--- src/rtl/disp_pkg.sv ---
// Shared definitions for the display command dispatcher: command word field
// positions, control codes, blanking default and the dispatcher state type.
package disp_pkg;

  localparam int COMP_MSB    = 31;
  localparam int COMP_LSB    = 26;
  localparam int CHILD_MSB   = 25;
  localparam int CHILD_LSB   = 21;
  localparam int CTRL_MSB    = 20;
  localparam int CTRL_LSB    = 17;
  localparam int DTYPE_MSB   = 16;
  localparam int DTYPE_LSB   = 14;
  localparam int BUFSEL_BIT  = 13;
  localparam int PAYLOAD_MSB = 12;
  localparam int PAYLOAD_LSB = 0;

  localparam logic [3:0] CTRL_FLUSH  = 4'hF;
  localparam logic [3:0] CTRL_UPDATE = 4'h1;

  localparam logic [9:0] VBLANK_START_DEF = 10'd480;

  typedef enum logic [1:0] {
    IDLE    = 2'd0,
    ISSUE   = 2'd1,
    WAIT_VB = 2'd2
  } disp_state_e;

  function automatic logic isFlush(input logic [31:0] word);
    return word[CTRL_MSB:CTRL_LSB] == CTRL_FLUSH;
  endfunction

endpackage

--- src/rtl/cmd_fifo.sv ---
// Show-ahead synchronous FIFO of 32-bit command words; DEPTH must be a power
// of two so the pointers wrap naturally.
module cmd_fifo #(
  parameter int DEPTH = 16
) (
  input  logic                     clk,
  input  logic                     reset,
  input  logic                     push,
  input  logic                     pop,
  input  logic [31:0]              din,
  output logic [31:0]              dout,
  output logic                     full,
  output logic                     empty,
  output logic [$clog2(DEPTH):0]   count
);

  localparam int AW = $clog2(DEPTH);

  logic [31:0]   mem_q [DEPTH];
  logic [AW-1:0] wrPtr_q, rdPtr_q;
  logic [AW:0]   count_q;
  logic          doPush, doPop;

  assign full   = count_q == (AW+1)'(DEPTH);
  assign empty  = count_q == '0;
  assign count  = count_q;
  assign dout   = mem_q[rdPtr_q];
  assign doPush = push & ~full;
  assign doPop  = pop & ~empty;

  // Storage carries no reset; only the pointers and count define validity.
  always_ff @(posedge clk) begin
    if (doPush) mem_q[wrPtr_q] <= din;
  end

  always_ff @(posedge clk or negedge reset) begin
    if (!reset) begin
      wrPtr_q <= '0;
      rdPtr_q <= '0;
      count_q <= '0;
    end else begin
      if (doPush) wrPtr_q <= wrPtr_q + AW'(1);
      if (doPop)  rdPtr_q <= rdPtr_q + AW'(1);
      case ({doPush, doPop})
        2'b10:   count_q <= count_q + (AW+1)'(1);
        2'b01:   count_q <= count_q - (AW+1)'(1);
        default: count_q <= count_q;
      endcase
    end
  end

endmodule

--- src/rtl/cmd_dispatch.sv ---
// Queues CPU command words and replays them onto the display command bus,
// holding buffer-swap words for vertical blanking. Counters: CMD_DISPATCH_STATS_EN.
module cmd_dispatch
  import disp_pkg::*;
#(
  parameter int         DEPTH        = 16,
  parameter logic [9:0] VBLANK_START = VBLANK_START_DEF
) (
  input  logic        clk,
  input  logic        reset,
  input  logic        chipselect,
  input  logic        write,
  input  logic        read,
  input  logic        address,
  input  logic [31:0] writedata,
  output logic        waitrequest,
  output logic [31:0] readdata,
  input  logic [9:0]  vcount,
  output logic [31:0] cmd_out
);

  localparam int CW = $clog2(DEPTH) + 1;

  logic [CW-1:0] fillCount;
  logic          fifoFull, fifoEmpty;
  logic          pushSel, pushReq, popReq;
  logic [31:0]   headWord;
  logic          issueFlush;
  logic [15:0]   statHi;

  disp_state_e   state_q, state_d;
  logic [31:0]   cmdOut_q, cmdOut_d;
  logic          swapped_q, swapped_d;
  logic          frontSel_q, frontSel_d;

  assign pushSel     = chipselect & write & ~address;
  assign pushReq     = pushSel & ~fifoFull;
  assign waitrequest = pushSel & fifoFull;
  assign cmd_out     = cmdOut_q;

  cmd_fifo #(.DEPTH(DEPTH)) u_fifo (
    .clk   (clk),
    .reset (reset),
    .push  (pushReq),
    .pop   (popReq),
    .din   (writedata),
    .dout  (headWord),
    .full  (fifoFull),
    .empty (fifoEmpty),
    .count (fillCount)
  );

  always_comb begin
    state_d    = state_q;
    cmdOut_d   = 32'h0;
    popReq     = 1'b0;
    issueFlush = 1'b0;
    case (state_q)
      IDLE: begin
        if (!fifoEmpty) state_d = ISSUE;
      end
      ISSUE: begin
        if (fifoEmpty) begin
          state_d = IDLE;
        end else if (isFlush(headWord)) begin
          state_d = WAIT_VB;
        end else begin
          popReq   = 1'b1;
          cmdOut_d = headWord;
          // Stay in ISSUE if a new word lands as the last one leaves.
          if (fillCount == CW'(1) && !pushReq) state_d = IDLE;
        end
      end
      WAIT_VB: begin
        if (vcount >= VBLANK_START && !swapped_q) begin
          popReq     = 1'b1;
          cmdOut_d   = headWord;
          issueFlush = 1'b1;
          state_d    = ISSUE;
        end
      end
      default: state_d = IDLE;
    endcase

    swapped_d  = swapped_q;
    if (issueFlush)         swapped_d = 1'b1;
    else if (vcount == '0)  swapped_d = 1'b0;
    frontSel_d = issueFlush ? headWord[BUFSEL_BIT] : frontSel_q;
  end

  always_ff @(posedge clk or negedge reset) begin
    if (!reset) begin
      state_q    <= IDLE;
      cmdOut_q   <= 32'h0;
      swapped_q  <= 1'b0;
      frontSel_q <= 1'b0;
    end else begin
      state_q    <= state_d;
      cmdOut_q   <= cmdOut_d;
      swapped_q  <= swapped_d;
      frontSel_q <= frontSel_d;
    end
  end

`ifdef CMD_DISPATCH_STATS_EN
  logic [15:0] frameCount_q, frameCount_d;
  logic [15:0] stallCount_q, stallCount_d;

  always_comb begin
    frameCount_d = frameCount_q + {15'd0, issueFlush};
    stallCount_d = stallCount_q;
    if (chipselect && write && address)
      stallCount_d = 16'h0;
    else if (waitrequest && stallCount_q != 16'hFFFF)
      stallCount_d = stallCount_q + 16'd1;
  end

  always_ff @(posedge clk or negedge reset) begin
    if (!reset) begin
      frameCount_q <= 16'h0;
      stallCount_q <= 16'h0;
    end else begin
      frameCount_q <= frameCount_d;
      stallCount_q <= stallCount_d;
    end
  end

  assign statHi = frameCount_q;
`else
  assign statHi = 16'h0;
`endif

  assign readdata = (chipselect && read && address)
                  ? {statHi, 6'b0, frontSel_q, state_q == WAIT_VB, 8'(fillCount)}
                  : 32'h0;

endmodule

--- config.mk ---
export PLATFORM = sky130hd
export DESIGN_NAME = cmd_dispatch
export DESIGN_NICKNAME = d
export VERILOG_FILES = /design/src/rtl/disp_pkg.sv /design/src/rtl/cmd_fifo.sv /design/src/rtl/cmd_dispatch.sv
export SDC_FILE = /design/constraint.sdc
export NUM_CORES = 1
export LEC_CHECK = 0
export BUFFER_PORTS_ARGS = -buffer_cell sky130_fd_sc_hd__buf_2
export CORE_ASPECT_RATIO = 0.6
export CORE_UTILIZATION = 44
export DETAILED_ROUTE_END_ITERATION = 7
export PLACE_DENSITY = 0.63
export SETUP_SLACK_MARGIN = 0.02
export SYNTH_ARGS = -nofsm -noshare
export SYNTH_HDL_FRONTEND = slang
export SYNTH_SLANG_ARGS = --single-unit
--- constraint.sdc ---
create_clock -name clk -period 3.2 [get_ports clk]
set_input_delay 0.32 -clock clk [delete_from_list [all_inputs] [get_ports clk]]
set_output_delay 0.32 -clock clk [all_outputs]
set_load 0.05 [all_outputs]
==> results of run 1 <==
[synth_stat cells]
cell       number  area, um^2
nor2_1          7        26.3
dfrtp_1        49        1230
mux4_2        156        3510
nand2_1        15        56.3
xnor2_1         7        61.3
o21bai_1        1        7.51
buf_6           1        11.3
nand3_1        11        55.1
or4_1           2        15.0
clkbuf_1       26        97.6
a22oi_1         3        22.5
mux2_2          1        11.3
nand2b_1        1        6.26
nor2b_1        34         213
and3_1          2        12.5
nand4b_1        2        17.5
o31ai_1         1        7.51
a41oi_2         1        16.3
a22oi_2         1        12.5
and2_1         24         150
a31oi_1         2        12.5
a21oi_1         3        15.0
nand4_1         2        12.5
buf_1           4        15.0
nand3b_1        1        7.51
buf_12          1        20.0
xor2_1          4        35.0
edfxtp_1      512       15400
nand3_2         1        10.0
a41oi_1         1        8.76
nor3_1          3        15.0
inv_1           9        33.8
o21ai_0         4        20.0
buf_2           9        45.0
nor3b_1         1        7.51
ha_1           14         175
o2bb2ai_1       1        8.76
o41ai_1         1        8.76
conb_1          1        3.75
o21ai_2         1        8.76
or3b_1          1        8.76
mux2i_1         2        20.0
buf_4          25         188
[flip-flops by register name (all words and copies together), names as in the netlist]
name / flops
u_fifo.rdPtr_q: 4
swapped_q: 1
u_fifo.wrPtr_q: 4
u_fifo.count: 5
frontSel_q: 1
u_fifo.mem_q: 512
cmd_out: 32
state_q: 2
[final cells by class]
| class | instances | area, um^2 |
|---|---|---|
| fillers | 3742 | 23200 |
| flip-flops and latches | 561 | 16600 |
| multi-input cells | 336 | 4710 |
| clock buffers | 62 | 1310 |
| repair buffers | 148 | 1050 |
| well taps | 640 | 801 |
| clock inverters | 30 | 338 |
| inverters | 9 | 33.8 |
[cells by family (layout without fill, tap and decap cells)]
| kind of cell | Yosys count | after routing | synth area share |
|---|---|---|---|
| buffers and inverters | 75 | 249 | 0.0190 |
| flip-flops | 561 | 561 | 0.769 |
| AO/OA/AOI/OAI | 20 | 20 | 0.00690 |
| XOR/XNOR | 11 | 11 | 0.00446 |
| AND/OR/NAND/NOR | 107 | 107 | 0.0284 |
| adder cells (fa/ha/maj) | 14 | 14 | 0.00811 |
| multiplexers | 159 | 159 | 0.164 |
| other | 1 | 25 | 0.000174 |
[worst reg2reg max path, stage by stage, from the launching register on]
cell,delay [ns]
dfrtp_4,0.47
buf_4,0.20
buf_4,0.15
mux4_2,0.48
nand3_1,0.11
nand3_1,0.13
a41oi_2,0.32
o21ai_4,0.08
nand2b_1,0.20
inv_1,0.12
ha_4,0.18
mux2i_1,0.20
nor2_1,0.07
xor2_1,0.14
[cell usage in the layout, fill, tap and decap left out, types with 2 or more instances in the layout]
| cell type | Yosys | routed |
|---|---|---|
| xor2_1 | 4 | 4 |
| nor3_1 | 3 | 3 |
| dlygate4sd3_1 | 0 | 3 |
| edfxtp_1 | 512 | 512 |
| bufinv_16 | 0 | 6 |
| a22oi_1 | 3 | 3 |
| nor2_1 | 7 | 7 |
| mux4_2 | 156 | 156 |
| or4_1 | 2 | 2 |
| nor2b_1 | 34 | 34 |
| conb_1 | 1 | 25 |
| inv_1 | 9 | 9 |
| mux2i_1 | 2 | 2 |
| clkinv_2 | 0 | 8 |
| nand2_1 | 15 | 15 |
| buf_12 | 1 | 12 |
| inv_6 | 0 | 4 |
| dfrtp_2 | 0 | 2 |
| a21oi_1 | 3 | 3 |
| clkbuf_16 | 0 | 50 |
| nand3_1 | 11 | 11 |
| xnor2_1 | 7 | 7 |
| nand4b_1 | 2 | 2 |
| ha_1 | 14 | 13 |
| and2_1 | 24 | 8 |
| clkinv_4 | 0 | 2 |
| clkbuf_1 | 26 | 11 |
| nand4_1 | 2 | 2 |
| clkinvlp_4 | 0 | 4 |
| and3_1 | 2 | 2 |
| dfrtp_4 | 0 | 2 |
| dfrtp_1 | 49 | 45 |
| a31oi_1 | 2 | 2 |
| o21ai_0 | 4 | 4 |
| and2_2 | 0 | 16 |
| buf_4 | 25 | 46 |
| clkinv_1 | 0 | 5 |
| buf_2 | 9 | 87 |
[what timing repair did]
action	CTS	global route
hold endpoints to repair	34	0
endpoints found under the setup margin	0	3
hold buffers	3	0
resized for setup	0	2
setup buffers	0	9
[per-stage QoR]
stage	hold WS, ns	setup WS [ns]	area, um^2
global route	0.102	0.0383	24900
detailed placement	0.512	0.118	23100
CTS	0.0823	0.100	24800
floorplan	0.0244	0.378	21700
global placement	0.508	0.176	23100
finish	0.109	0.243	24900
[worst max path at each step]
stage / startpoint / end / slack [ns] / depth (start not counted)
2_1_floorplan: u_fifo.count[0] / u_fifo.mem_q[10][0] / 0.38 / 6
3_3_place_gp: u_fifo.rdPtr_q[0] / u_fifo.count[2] / 0.18 / 11
3_5_place_dp: u_fifo.rdPtr_q[0] / u_fifo.count[2] / 0.12 / 11
4_1_cts: u_fifo.rdPtr_q[0] / u_fifo.count[2] / 0.10 / 11
5_1_grt: u_fifo.rdPtr_q[0] / u_fifo.count[2] / 0.04 / 13
6_report: u_fifo.rdPtr_q[0] / u_fifo.count[2] / 0.24 / 13
[routing by layer]
metal,wire [um],track usage,vias to the layer above
met5,12,0,-
met4,727,0.0390,2
met3,2640,0.0333,63
met2,21000,0.282,299
met1,21700,0.295,5362
li1,-,-,4194
[power groups by stage]
stage / clock, mW / combinational, mW / sequential [mW]
global route: 6.44 / 5.85 / 8.68
CTS: 6.17 / 5.38 / 8.69
global placement: 0 / 5.33 / 8.83
detailed placement: 0 / 5.35 / 8.84
floorplan: 0 / 3.84 / 8.91
finish: 6.05 / 5.44 / 8.65
==> flow_summary.ini, run 1 <==
[logic_synthesis]
synth_area_um2 = 21600
ys_seq_area_frac = 0.769
synthDistinctLibCells = 43
synthCells = 948
ys_warn_count = 0
postSynthAreaPerCell_um2 = 22.8
ys_ff_latch = 561

[grt]
grt_max_degree = 99
grt_pass1_wl_mm = 68.7
globalRouteTotalUtil = 0.189
grt_pass1_vias = 10200
antenna_found_initial = 1
overflow = 0

[sta]
maxSlewHeadroom = 0.319
finalCritPeriodShare = 0.924
fin_setup_tns_ns = 0
worst_slew_pin_slew_ns = 1.02
rsz0062_at_grt = false
setup_viol = 0
min_period_ns = 2.96
fmax_ghz = 0.338
finalClockSkew_ns = 0.0141
slew_viol_final = 0
finalHoldViolations = 0

[floorplan]
dieWidth_um = 288
row_count = 62
start_util = 0.449
die_area_um2 = 50000
die_h_um = 174
core_area_um2 = 48100
io_pins = 113

[route]
vias_per_cell = 5.55
drtIter0Drc = 1051
wl_per_cell_um = 25.8
drc = 2
wirelength_mm = 46.1
dr_total_vias = 9920
ant_nets = 0
firstDrtPassIters = 8

[hold_path]
whs_path_depth = 1
worstHoldEndpoint = u_fifo.mem_q[9][26]
hold_path.class = primary input to flip-flop
min-delay-start = writedata[26]

[critical_path]
arrival_ns = 3.41
crit_buf_inv = 3
cp_max_fo = 7
reg2reg_depth = 13
worstPathRequired_ns = 3.66
crit_path_end_kind = flip-flop
startpoint_type = flip-flop
slowest_delay_ns = 0.48
crit_slowest_cell = mux4_2
r2r_end = u_fifo.count[2]
r2r_start = u_fifo.rdPtr_q[0]
reg2reg_slack_ns = 0.24
cp_top_family = multiplexers
path_cells = buf_4 -> buf_4 -> mux4_2 -> nand3_1 -> nand3_1 -> a41oi_2 -> o21ai_4 -> nand2b_1 -> inv_1 -> ha_4 -> mux2i_1 -> nor2_1 -> xor2_1
critical_path_class = flip-flop to flip-flop

[pwr]
vdd_drop_max_uv = 681
swShare = 0.283
leakage_nw = 8.30
intPower_mw = 14.5
pwr_density_cell_nw_per_um2 = 811
p_sw_mw = 5.69
p_comb_frac = 0.270
power_frac_seq = 0.429
clkPwrFrac = 0.300
power_mw = 20.1

[clock_network]
htree_levels = 2
clk_latency_ns = 0.58
cts-buffers-inserted = 50
cts_sinks = 561
root_buffer = clkbuf_16
cts_buffer_depth = 3
cts_tree = done
clk_pin_slew_worst_paths_ns = 0.07

[placed_design]
place_inst = 1682
dp_hpwl_mm = 26.4
portBuffers = 87
globalplace.congestion = 0.764

[layout]
finalCoreUtilization = 0.517
drive_above_1_share = 0.352
area_delta_synth_final_pct = 15.1
antennaDiodeCount = 0
final_cells = 1786
final_net_count = 1168

[run_status]
run_status = finished, violations left
violations = DRC

[flow_run]
cap_violations = 0
Note: power is estimated with default switching activity, not from simulation.
==> inputs of run 2 (changes only) <==
Settings changed: ABC_AREA set to 1, PLACE_DENSITY 0.63 to 0.62.
==> run 2 against run 1 <==
The flow now finishes without violations. Highest routed layer unchanged. Clock skew about the same. Sequential share of layout area decreased by 1.8 points. Largest power group unchanged. Synthesized cell count increased by 86%. Critical path depth increased by 6. Non-clock buffer count decreased by 4. Die area increased by 3.9%. Wire length increased by 21%. Core utilization decreased by 0.46 points. First-iteration DRC count increased by 50%.
==> flow_summary.ini, run 2 <==
[critical_path]
crit_slowest_cell = dfrtp_4
cp-endpoint = u_fifo.count[4]
slowest_delay_ns = 0.53
critical_path_class = flip-flop to flip-flop
cp_max_fo = 49
reg2reg_slack_ns = 0.21
arrival_ns = 3.46
crit_path_end_kind = flip-flop
r2r_start = u_fifo.rdPtr_q[0]
crit_start = u_fifo.rdPtr_q[0]
r2r_end = u_fifo.count[4]
startpoint_type = flip-flop
reg2reg_depth = 19
worstPathRequired_ns = 3.67
path_cells = buf_16 -> nand2_1 -> nand3_1 -> nand3_1 -> nand3_1 -> nand2_1 -> nand2_1 -> o21ai_2 -> nand2_4 -> nand3_2 -> inv_1 -> ha_1 -> inv_1 -> nor2_1 -> nor2_1 -> o21ai_0 -> a21oi_1 -> xor2_1 -> inv_1

[grt]
globalRouteTotalUtil = 0.214
antenna_found_initial = 2
grt_max_degree = 97
grt_pass1_wl_mm = 83.3
grt_pass1_vias = 13300
overflow = 0

[layout]
largest_register = u_fifo.mem_q
final_cells = 2577
final_net_count = 1916
drive_above_1_share = 0.133
fin_area_um2 = 25600
finalCoreUtilization = 0.512
mostFrequentLayoutCell = edfxtp_1
area_delta_synth_final_pct = 13.8
fillerInstances = 4251
layout_common_cells = edfxtp_1, nand2_1, nor2_1
largest_reg_flops = 512
antennaDiodeCount = 0

[logic_synthesis]
ys_ff_latch = 561
yosysMostFrequentCell = edfxtp_1
yosys.area.top_type = edfxtp_1
synth_ff_type = edfxtp_1
async_reset_ff_frac = 0.0873
synth_edf_count = 512
synthCells = 1768
ys_warn_count = 0
synthDistinctLibCells = 35
synth_area_um2 = 22400
postSynthAreaPerCell_um2 = 12.7
ys_seq_area_frac = 0.740
yosys-top-cells-area = edfxtp_1, dfrtp_1, o21ai_0
ys_top_cells_by_count = edfxtp_1, nand2_1, nor2_1
synth.top_cell.area_share = 0.685

[pwr]
power_frac_seq = 0.391
power_mw = 22.3
leakage_nw = 9.18
clkPwrFrac = 0.279
intPower_mw = 14.1
p_comb_frac = 0.330
vdd_drop_max_uv = 471
p_sw_mw = 8.16
swShare = 0.366
pwr_density_cell_nw_per_um2 = 872

[clock_network]
cts_buffer_depth = 3
htree_levels = 2
cts-buffers-inserted = 50
cts_tree = done
root_buffer = clkbuf_16
clk_latency_ns = 0.58
clk_pin_slew_worst_paths_ns = 0.06
cts_sinks = 561

[floorplan]
dieWidth_um = 294
start_util = 0.450
io_pins = 113
die_h_um = 177
row_count = 63
core_area_um2 = 49900
die_area_um2 = 52000

[route]
vias_per_cell = 5.47
drc = 0
ant_nets = 0
wl_per_cell_um = 21.5
drtIter0Drc = 1573
firstDrtPassIters = 6
wirelength_mm = 55.5
dr_total_vias = 14100

[placed_design]
dpl_worst_slack_ns = 0.161
place_area_um2 = 23800
portBuffers = 87
dp_hpwl_mm = 30.2
globalplace.congestion = 0.842
place_inst = 2483

[sta]
worst_slack_ns = 0.210
min_period_ns = 2.99
setup_viol = 0
holdWs_ns = 0.120
finalHoldViolations = 0
fin_setup_tns_ns = 0
maxSlewHeadroom = 0.236
rsz0062_at_grt = true
fmax_ghz = 0.334
finalClockSkew_ns = 0.0141
worst_slew_pin_slew_ns = 1.15
finalCritPeriodShare = 0.934
slew_viol_final = 0

[hold_path]
hold_path.class = primary input to flip-flop

[flow_run]
cap_violations = 0

[run_status]
run_status = completed
-- run 2: cell types whose count changed after synthesis, moves of 14 or more --
cell / delta
a21oi_1: +43
and2_1: -24
buf_2: +14
buf_4: +16
clkbuf_1: +32
inv_1: +45
mux4_2: -156
nand2_1: +240
nand3_1: +64
nor2_1: +240
nor2b_1: -34
o21ai_0: +216
o22ai_1: +97
-- run 2: worst min path at each step --
stage                                 to  slack, ns           from  cells past startpoint
finish               u_fifo.mem_q[14][5]       0.12   writedata[5]                      1
global route        u_fifo.mem_q[14][25]       0.11  writedata[25]                      1
CTS                 u_fifo.mem_q[14][25]       0.09  writedata[25]                      1
detailed placement           cmd_out[19]       0.46          reset                      1
global placement             cmd_out[19]       0.47          reset                      1
floorplan                     cmd_out[0]       0.02          reset                      0
-- run 2: worst max-delay path: cells and delay by family, from the launching register on --
kind | cells | cell delay, ns
AO/OA/AOI/OAI | 3 | 0.50
buffers and inverters | 4 | 0.43
flip-flops | 1 | 0.53
adder cells (fa/ha/maj) | 1 | 0.26
AND/OR/NAND/NOR | 10 | 0.98
XOR/XNOR | 1 | 0.16
-- run 2: timing repair --
action / 4_1_cts / 5_1_grt
buffers inserted: 0 / 0
endpoints found under the hold margin: 24 / 0
resized for setup: 0 / 5
hold buffers: 1 / 0
endpoints found under the setup margin: 0 / 14
-- run 2: logic make-up (layout without fill, tap and decap cells) --
logic type,count (synthesis),after routing,synth area share
adders and majority gates,14,14,0.00780
AOI/OAI and AO/OA,388,388,0.0960
other,1,25,0.000167
DFF,561,561,0.740
xor gates and xnor gates,10,10,0.00390
buffers and inverters,190,293,0.0424
and+or+nand+nor,604,604,0.110
-- run 2: layer usage --
| layer | part of all wire | wire (um) | track usage |
|---|---|---|---|
| met1 | 0.47 | 26000 | 0.327 |
| met2 | 0.44 | 24500 | 0.324 |
| met3 | 0.079 | 4370 | 0.0375 |
| met4 | 0.012 | 677 | 0.0349 |
| met5 | 0.00031 | 17 | 0 |
-- run 2: cell type report --
| cell class | instances | area, um^2 | area share |
|---|---|---|---|
| sequential | 561 | 16600 | 0.650 |
| multi-input combinational | 1041 | 5110 | 0.200 |
| tap | 682 | 853 | 0.0334 |
| clock buffer | 71 | 1440 | 0.0565 |
| clock inverter | 22 | 248 | 0.00969 |
| timing repair buffer | 144 | 1070 | 0.0418 |
| inverter | 56 | 220 | 0.00862 |
-- run 2: power by group through the flow --
stage	registers [mW]	clock network, mW	logic, mW
3_5_place_dp	8.87	0	7.29
4_1_cts	8.72	6.32	7.32
6_report	8.72	6.21	7.36
5_1_grt	8.76	6.61	8.09
2_1_floorplan	9.45	0	4.71
3_3_place_gp	8.87	0	7.19
==> inputs of run 3 (changes only) <==
Settings changed: BUFFER_PORTS_ARGS -buffer_cell sky130_fd_sc_hd__buf_2 to -buffer_cell sky130_fd_sc_hd__buf_4, CORE_UTILIZATION 44 to 60, PLACE_DENSITY 0.62 to 0.8.
==> run 3 against run 2 <==
Maximum frequency increased by 1.3%. Power is 0.13% lower. Via count is 3.7% higher. Highest routed layer is now met4.
==> flow_summary.ini, run 3 (synthesized netlist as in run 2, its figures left out) <==
[placed_design]
place_area_um2 = 23700
globalplace.congestion = 0.867
portBuffers = 87
place_inst = 2301
dp_hpwl_mm = 29.3

[sta]
rsz0062_at_grt = false
slew_viol_final = 0
maxSlewHeadroom = 0.344
setup_viol = 0
holdWs_ns = 0.0373
finalCritPeriodShare = 0.922
fin_setup_tns_ns = 0
finalHoldViolations = 0
finalClockSkew_ns = 0.0144
min_period_ns = 2.95
fmax_ghz = 0.339
worst_slew_pin_slew_ns = 0.985

[pwr]
pwr_density_cell_nw_per_um2 = 874
vdd_drop_max_uv = 623
leakage_nw = 9.19
power_mw = 22.3

[hold_path]
hold_path.class = primary input to flip-flop
whs_path_depth = 1
worstHoldEndpoint = u_fifo.mem_q[13][14]
min-delay-start = writedata[14]

[grt]
overflow = 0
busiest_layer = met1
grt_max_degree = 180
grt_pass1_wl_mm = 82.0
globalRouteTotalUtil = 0.284
grt_use_met2 = 0.421
antenna_found_initial = 0
grt_util_met3 = 0.0610
grt_use_met1 = 0.436
grt_pass1_vias = 13900

[flow_run]
cap_violations = 0

[route]
drtIter0Drc = 2180
wirelength_mm = 54.8
wl_per_cell_um = 22.8
ant_nets = 0
firstDrtPassIters = 5
drc = 0
dr_total_vias = 14600
vias_per_cell = 6.09

[layout]
mostFrequentLayoutCell = edfxtp_1
multi_input_area_um2 = 5110
largest_register = u_fifo.mem_q
largest_reg_flops = 512
final_cells = 2401
fillerInstances = 2479
layout_common_cells = edfxtp_1, nand2_1, nor2_1
antennaDiodeCount = 0
fin_area_um2 = 25500
ff_latch_area_um2 = 16600
area_delta_synth_final_pct = 13.5
drive_above_1_share = 0.136
final_net_count = 1919

[floorplan]
core_area_um2 = 36600
dieWidth_um = 252
start_util = 0.613
die_h_um = 152
die_area_um2 = 38200
row_count = 54
io_pins = 113

[clock_network]
root_buffer = clkbuf_16
clk_latency_ns = 0.58
clk_pin_slew_worst_paths_ns = 0.07
cts_tree = done
htree_levels = 2
cts_buffer_depth = 3
cts-buffers-inserted = 49
cts_sinks = 561

[critical_path]
arrival_ns = 3.42
worstPathRequired_ns = 3.67
critical_path_class = flip-flop to flip-flop
cp_max_fo = 13
slowest_delay_ns = 0.58
reg2reg_slack_ns = 0.25
startpoint_type = flip-flop
reg2reg_depth = 18
path_cells = clkinv_8 -> buf_4 -> nand2_1 -> nand3_1 -> nand3_1 -> nand3_1 -> nand2_1 -> nand2_1 -> o21ai_2 -> nand2_4 -> nand3_2 -> inv_1 -> ha_1 -> nor2_2 -> o21ai_0 -> a21oi_1 -> xor2_1 -> inv_1
r2r_end = u_fifo.count[4]
crit_slowest_cell = dfrtp_4
r2r_start = u_fifo.rdPtr_q[0]
crit_path_end_kind = flip-flop

[run_status]
run_status = completed
[run 3: cell count changes in the layout (fill, tap and decap cells not counted), moves of 2 or more]
cell / previous run / this run
buf_2: 87 / 0
buf_4: 39 / 130
buf_6: 2 / 0
clkbuf_1: 13 / 11
clkbuf_8: 5 / 0
clkinv_2: 6 / 11
clkinv_8: 0 / 2
clkinvlp_4: 0 / 2
[run 3: per-layer routing]
metal	part of all wire	wire, um
met5	0	0
met4	0.016	889
met3	0.12	6360
met2	0.45	24800
met1	0.42	22800
[run 3: final cells by class]
class | count | share of cell area
Timing Repair inverter | 2 | 0.000786
Timing Repair Buffer | 146 | 0.0509
Tap cell | 504 | 0.0248
Multi-Input combinational cell | 1041 | 0.201
Clock buffer | 61 | 0.0507
Clock inverter | 30 | 0.0111
Inverter | 56 | 0.00884
Sequential cell | 561 | 0.652
[run 3: worst max path at each step]
stage                      start             endpoint  slack, ns  cells past startpoint
2_1_floorplan    u_fifo.count[0]  u_fifo.mem_q[11][0]       0.24                      7
3_3_place_gp   u_fifo.rdPtr_q[0]      u_fifo.count[4]       0.34                     18
3_5_place_dp   u_fifo.rdPtr_q[1]      u_fifo.count[4]       0.21                     17
4_1_cts        u_fifo.rdPtr_q[0]      u_fifo.count[4]       0.15                     18
5_1_grt        u_fifo.rdPtr_q[0]      u_fifo.count[4]       0.01                     18
6_report       u_fifo.rdPtr_q[0]      u_fifo.count[4]       0.25                     18
[run 3: timing repair]
action,4_1_cts,5_1_grt
hold buffers,1,0
endpoints found under the hold margin,49,0
gates resized for setup,0,10
setup buffers,0,4
endpoints found under the setup margin,0,3
[run 3: through the flow]
stage / utilization / setup slack (ns)
after global routing: 0.696 / 0.0107
after global placement: 0.648 / 0.338
after floorplan: - / 0.239
final: 0.696 / 0.249
after CTS: 0.692 / 0.152
after detailed placement: 0.648 / 0.210
[run 3: critical path: cells and delay by family, from the launching register on]
kind	cells	cell delay [ns]
simple gates	9	0.87
buf+inv	4	0.44
flops	1	0.58
xor+xnor	1	0.16
compound gates	3	0.42
fa+ha+maj	1	0.37
[run 3: where the power goes]
part           switching [mW]  leakage (nW)  internal, mW  total, mW
Sequential              0.265          5.24          8.46       8.72
Combinational            5.39          3.18          2.25       7.64
Clock                    2.62         0.770          3.28       5.90
Total                    8.27          9.19          14.0       22.3
